`config.mk`:
```
export PLATFORM = sky130hd
export DESIGN_NAME = sprite_layer_scheduler
export DESIGN_NICKNAME = d
export VERILOG_FILES = /design/src/rtl/sprite_layer_scheduler.sv
export SDC_FILE = /design/constraint.sdc
export NUM_CORES = 1
export LEC_CHECK = 0
export CAP_MARGIN = 30
export CORE_MARGIN = 2
export CORE_UTILIZATION = 40
export DETAILED_ROUTE_END_ITERATION = 12
export PLACE_DENSITY_LB_ADDON = 0.15
export SLEW_MARGIN = 40
export SYNTH_ARGS = -nofsm -noshare
export SYNTH_HDL_FRONTEND = slang
export SYNTH_SLANG_ARGS = --single-unit
```
`constraint.sdc`:
```
create_clock -name Clk -period 2.24 [get_ports Clk]
set_input_delay 0.448 -clock Clk [delete_from_list [all_inputs] [get_ports Clk]]
set_output_delay 0.448 -clock Clk [all_outputs]
set_load 0.05 [all_outputs]
```
`src/rtl/sprite_layer_scheduler.sv`:
```
`default_nettype none
// ============================================================================
// Module      : sprite_layer_scheduler
// Description : Resolves one screen pixel from NREQ overlapping sprite layers
//               that share a single 16-entry palette. Layers are scanned in
//               fixed priority order (layer 0 first). Each covering layer's
//               palette index is presented to the palette, and the returned
//               colour is checked against the transparency key. The first
//               opaque colour wins. If no layer is opaque, BG_RGB is used.
// Build macro : PALETTE_PIPE_EN
//               Defined   - the palette is registered, so each valid layer
//                           takes two scan cycles (drive, then compare).
//               Undefined - the palette is combinational, so each layer
//                           takes one scan cycle.
// Ports       : Clk, Reset_n        clock, synchronous active-low reset
//               start               request a scan (ignored while busy)
//               layer_vld/layer_idx per-layer cover flag / palette index,
//                                   captured when a start is accepted
//               busy                scan in progress
//               pal_index/pal_rgb   shared palette address / returned colour
//               rgb_out/rgb_valid   resolved colour / one-cycle update pulse
//               hit/hit_layer       opaque layer found / its layer number
// Revision    : 1.0 - initial release
// ============================================================================
module sprite_layer_scheduler #(
    parameter int          NREQ       = 4,
    parameter int          IDX_W      = 4,
    parameter logic [11:0] TRANSP_RGB = 12'hF1F,
    parameter logic [11:0] BG_RGB     = 12'h000
) (
    input  logic                     Clk,
    input  logic                     Reset_n,
    input  logic                     start,
    input  logic [NREQ-1:0]          layer_vld,
    input  logic [NREQ*IDX_W-1:0]    layer_idx,
    output logic                     busy,
    output logic [IDX_W-1:0]         pal_index,
    input  logic [11:0]              pal_rgb,
    output logic [11:0]              rgb_out,
    output logic                     rgb_valid,
    output logic                     hit,
    output logic [$clog2(NREQ)-1:0]  hit_layer
);

    localparam int PTR_W = $clog2(NREQ);
    localparam logic [PTR_W-1:0] c_LAST = PTR_W'(NREQ - 1);

    typedef enum logic [1:0] {
        IDLE = 2'd0,
        SCAN = 2'd1,
        DONE = 2'd2
    } state_t;

    state_t                  r_state;
    state_t                  w_state_nxt;
    logic [PTR_W-1:0]        r_ptr;
    logic [PTR_W-1:0]        w_ptr_nxt;
    logic [NREQ-1:0]         r_vld;
    logic [NREQ*IDX_W-1:0]   r_idx;
    logic [IDX_W-1:0]        r_pal_hold;
    logic [IDX_W-1:0]        w_idx_arr [NREQ];

    logic w_accept;
    logic w_cur_vld;
    logic w_cmp;        // current layer's palette colour is valid this cycle
    logic w_stall;      // waiting on a registered palette for the current layer
    logic w_opaque;
    logic w_hit_commit;
    logic w_miss_commit;

    genvar k;
    generate
        for (k = 0; k < NREQ; k++) begin : g_idx_unpack
            assign w_idx_arr[k] = r_idx[k*IDX_W +: IDX_W];
        end
    endgenerate

    // Start is honoured in both IDLE and DONE so scans can run back to back.
    assign w_accept  = start && (r_state != SCAN);
    assign w_cur_vld = r_vld[r_ptr];
    assign w_opaque  = (pal_rgb != TRANSP_RGB);

`ifdef PALETTE_PIPE_EN
    // Phase 0 presents the index; phase 1 compares the registered palette
    // output for that same index.
    logic r_phase;

    always_ff @(posedge Clk) begin
        if (!Reset_n) begin
            r_phase <= 1'b0;
        end else begin
            r_phase <= (r_state == SCAN) && w_cur_vld && !r_phase;
        end
    end

    assign w_cmp   = (r_state == SCAN) && w_cur_vld && r_phase;
    assign w_stall = (r_state == SCAN) && w_cur_vld && !r_phase;
`else
    assign w_cmp   = (r_state == SCAN) && w_cur_vld;
    assign w_stall = 1'b0;
`endif

    assign w_hit_commit  = w_cmp && w_opaque;
    assign w_miss_commit = (r_state == SCAN) && !w_stall && !w_hit_commit
                           && (r_ptr == c_LAST);

    always_comb begin
        w_state_nxt = r_state;
        w_ptr_nxt   = r_ptr;
        unique case (r_state)
            IDLE: begin
                if (start) begin
                    w_state_nxt = SCAN;
                    w_ptr_nxt   = '0;
                end
            end
            SCAN: begin
                if (w_stall) begin
                    w_state_nxt = SCAN;
                end else if (w_hit_commit || w_miss_commit) begin
                    w_state_nxt = DONE;
                end else begin
                    w_ptr_nxt = r_ptr + PTR_W'(1);
                end
            end
            DONE: begin
                if (start) begin
                    w_state_nxt = SCAN;
                    w_ptr_nxt   = '0;
                end else begin
                    w_state_nxt = IDLE;
                end
            end
            default: begin
                w_state_nxt = IDLE;
                w_ptr_nxt   = '0;
            end
        endcase
    end

    always_ff @(posedge Clk) begin
        if (!Reset_n) begin
            r_state    <= IDLE;
            r_ptr      <= '0;
            r_vld      <= '0;
            r_idx      <= '0;
            r_pal_hold <= '0;
            rgb_out    <= '0;
            hit        <= 1'b0;
            hit_layer  <= '0;
        end else begin
            r_state    <= w_state_nxt;
            r_ptr      <= w_ptr_nxt;
            r_pal_hold <= pal_index;
            if (w_accept) begin
                r_vld <= layer_vld;
                r_idx <= layer_idx;
            end
            if (w_hit_commit) begin
                rgb_out   <= pal_rgb;
                hit       <= 1'b1;
                hit_layer <= r_ptr;
            end else if (w_miss_commit) begin
                rgb_out   <= BG_RGB;
                hit       <= 1'b0;
                hit_layer <= '0;
            end
        end
    end

    // The index is live only while a covering layer is being looked up;
    // otherwise the last driven value is held so the palette stays quiet.
    assign pal_index = ((r_state == SCAN) && w_cur_vld) ? w_idx_arr[r_ptr] : r_pal_hold;
    assign busy      = (r_state == SCAN);
    assign rgb_valid = (r_state == DONE);

endmodule
`default_nettype wire

```
==> run summary <==
Status -> complete, but fails checks
Failing checks -> setup timing
DIE WIDTH -> 70.7 um
Synthesized area per cell -> 10.3 sq um
Sw power -> 412 uW
Final worst setup slack -> -0.0315 ns
Largest family of logic cells by synthesized area -> compound AO/OA/AOI/OAI gates
IO Port Bufs -> 55
Initial antenna violation count -> 0
# DRC -> 0
Pre-CTS setup slack -> -0.00619 ns
Worst setup path category -> reg2out
Int Power -> 1300 uW
Cell Count, Final, Fillers Out -> 283
RSZ-0062 raised after global routing -> yes
Syn-to-layout area delta -> 42.0%
Maximum root-to-sink buffer count -> 2
Crit path max fanout -> 8
DR vias/cell -> 5.17
Pre-Repair DR Iteration Count -> 4
Mapped Cells -> 173
Inst Count DP -> 273
Worst-Skew Late Latency -> 0.29 ns
Placer Congestion -> 0.783
Slew Limit Headroom -> 57.4%
Compound-cell area share of the yosys netlist -> 20.8%
Core area -> 0.00432 sq mm
MaxCap Viol Count -> 0
Routed vias -> 1464
Antenna fix cells -> 0
Flops & latches, synth -> 43
GRT Util Overall -> 17.5%
CTS buffer count -> 5
Post-CTS Hold Buffers -> 0
Root Driver -> clkbuf_8
Most frequent cells in the layout -> clkdlybuf4s50_1, nand2_1, dfxtp_1
Total Power -> 1710 uW
Clock network power share -> 36.1%
Largest net degree at the start of global routing -> 32
Post-synthesis simple-gate area fraction -> 16.9%
Multiplexer share of the synthesized area -> 9.69%
Layout cells sized above 1 -> 13.0%
Syn nets -> 209
Hold Crit Class -> reg2reg
Detailed-route wire length per cell -> 14.0 um
CP Launch Type -> flop
Sequential area share after synthesis -> 48.3%
Logic pwr share -> 15.9%
Detail Route Antenna Nets -> 0
Worst-path clk slew -> 0.08 ns
Worst Skew -> 0.00945 ns
Global-route wire length before repair -> 6930 um
Worst EP arrival -> 1.82 ns
Nets@finish -> 266
Final hold vios -> 0
Die Y-Extent -> 70.7 um
Mapped Area -> 0.00178 sq mm
Finish-stage setup viols -> 4
VDD IR max -> 0.311 mV
Final hold slack -> 0.460 ns
Initial DRC Count -> 26
Netlist cell types -> 32
Adder-Cell Fraction of Synth Area -> 0.702%
Post-Synth XOR/XNOR Area -> 0%
GRT overflow -> 0
Routed wire length -> 3960 um
Worst setup EP type -> output pin
Slew @ Worst Pin -> 0.637 ns
DP HPWL -> 2880 um
H-Tree Depth -> 2
Fmax -> 440 MHz
Most common cell after layout, fill and taps aside -> clkdlybuf4s50_1
Final Slew Violations -> 0
Via count of the first global-routing pass -> 1523
I/O pin count -> 56
Sink Count -> 43
CTS tree -> built
Sw frac -> 24.1%
Pleak -> 0.00100 uW
Power Density -> 675 mW/mm^2
Tcrit/Tclk final -> 101%
Yosys warns -> 0
Critical path required time -> 1.79 ns
Initial Utilization -> 41.2%
Rows -> 24
Seq pwr share -> 48.0%
DIE AREA -> 0.00500 sq mm
Min cycle time layout -> 2.27 ns
Fillcell total -> 384
## state kept, by name, indices dropped and copies added (netlist names)
| name | cells |
|---|---|
| hit | 1 |
| hit_layer | 2 |
| r_idx | 16 |
| r_pal_hold | 4 |
| r_ptr | 2 |
| r_state | 2 |
| r_vld | 4 |
| rgb_out | 12 |
## synthesized netlist by cell type (all sizes together)
master / number / area share (%)
nand2: 47 / 10
dfxtp: 43 / 48
a21boi: 22 / 9.5
a22o: 14 / 6.9
clkbuf: 8 / 1.8
and2: 5 / 1.8
mux4: 5 / 7.2
mux2: 4 / 2.5
nand2b: 4 / 1.4
buf: 3 / 1.7
o22ai: 2 / 0.70
clkinv: 1 / 0.21
ha: 1 / 0.70
nand4: 1 / 0.35
nand4b: 1 / 0.49
nand4bb: 1 / 0.63
nor2: 1 / 0.21
nor2b: 1 / 0.35
nor3: 1 / 0.28
nor3b: 1 / 0.70
o211a: 1 / 0.56
o211ai: 1 / 0.42
o21a: 1 / 0.42
o21ai: 1 / 0.91
o21bai: 1 / 0.42
o31a: 1 / 0.98
or3: 1 / 0.63
## power groups by stage
| stage | combinational [uW] | sequential, uW | clock [uW] |
|---|---|---|---|
| 2_1_floorplan | 130 | 862 | 0 |
| 6_report | 272 | 819 | 617 |
| 3_3_place_gp | 262 | 834 | 0 |
| 3_5_place_dp | 268 | 837 | 0 |
| 4_1_cts | 275 | 819 | 637 |
| 5_1_grt | 296 | 823 | 663 |
## worst paths after layout
path / startpoint / endpoint / slack (ns) / depth (start not counted)
hold reg to reg: r_idx[10] / r_idx[10] / 0.46 / 2
setup / recovery: r_ptr[0] / pal_index[1] / -0.03 / 4
setup reg to reg: r_ptr[0] / rgb_out[9] / 0.45 / 5
hold / removal: r_idx[10] / r_idx[10] / 0.46 / 2
## area by class of cell
class | instances | area, sq um | area share (%)
Clock buffer | 6 | 82.6 | 3.26
Clock inverter | 2 | 35.0 | 1.38
Inverter | 1 | 3.75 | 0.148
Multi-Input combinational cell | 118 | 882 | 34.9
Sequential cell | 43 | 862 | 34.1
Tap cell | 52 | 65.1 | 2.57
Timing Repair Buffer | 61 | 599 | 23.7
## per-stage QoR
stage,TNS [ns],instance area (sq um),util (%)
floorplan,0,1780,-
detailed placement,-0.00724,2360,54.5
CTS,-0.187,2520,58.4
global route,-0.359,2530,58.5
global placement,0,2360,54.5
finish,-0.102,2530,58.5
## kinds of logic (layout without fill, tap and decap cells)
family,after synthesis,count (layout)
mux,9,9
buf+inv,12,70
flops,43,43
simple gates,64,64
fa+ha+maj,1,1
compound gates,44,44
## critical path: stages, from the launching register on
cell and delay [ns]:
dfxtp_2 0.34, buf_4 0.17, mux4_1 0.56, mux2_4 0.30, buf_6 0.16
## routing by layer
layer  up-vias  share of wire (%)  GRT usage (%)
met1       689                 43           19.4
met5         -                  0              0
met3         7                5.9           5.41
li1        720                  -              -
met4         0                2.0           6.50
met2        48                 49           31.2
## what timing repair did
| item | 4_1_cts | 5_1_grt |
|---|---|---|
| gates resized for setup | 11 | 0 |
| buffers inserted | 2 | 0 |
| pin swaps | 1 | 0 |
| setup endpoints to repair | 4 | 4 |
(Power assumes the default switching activity.)
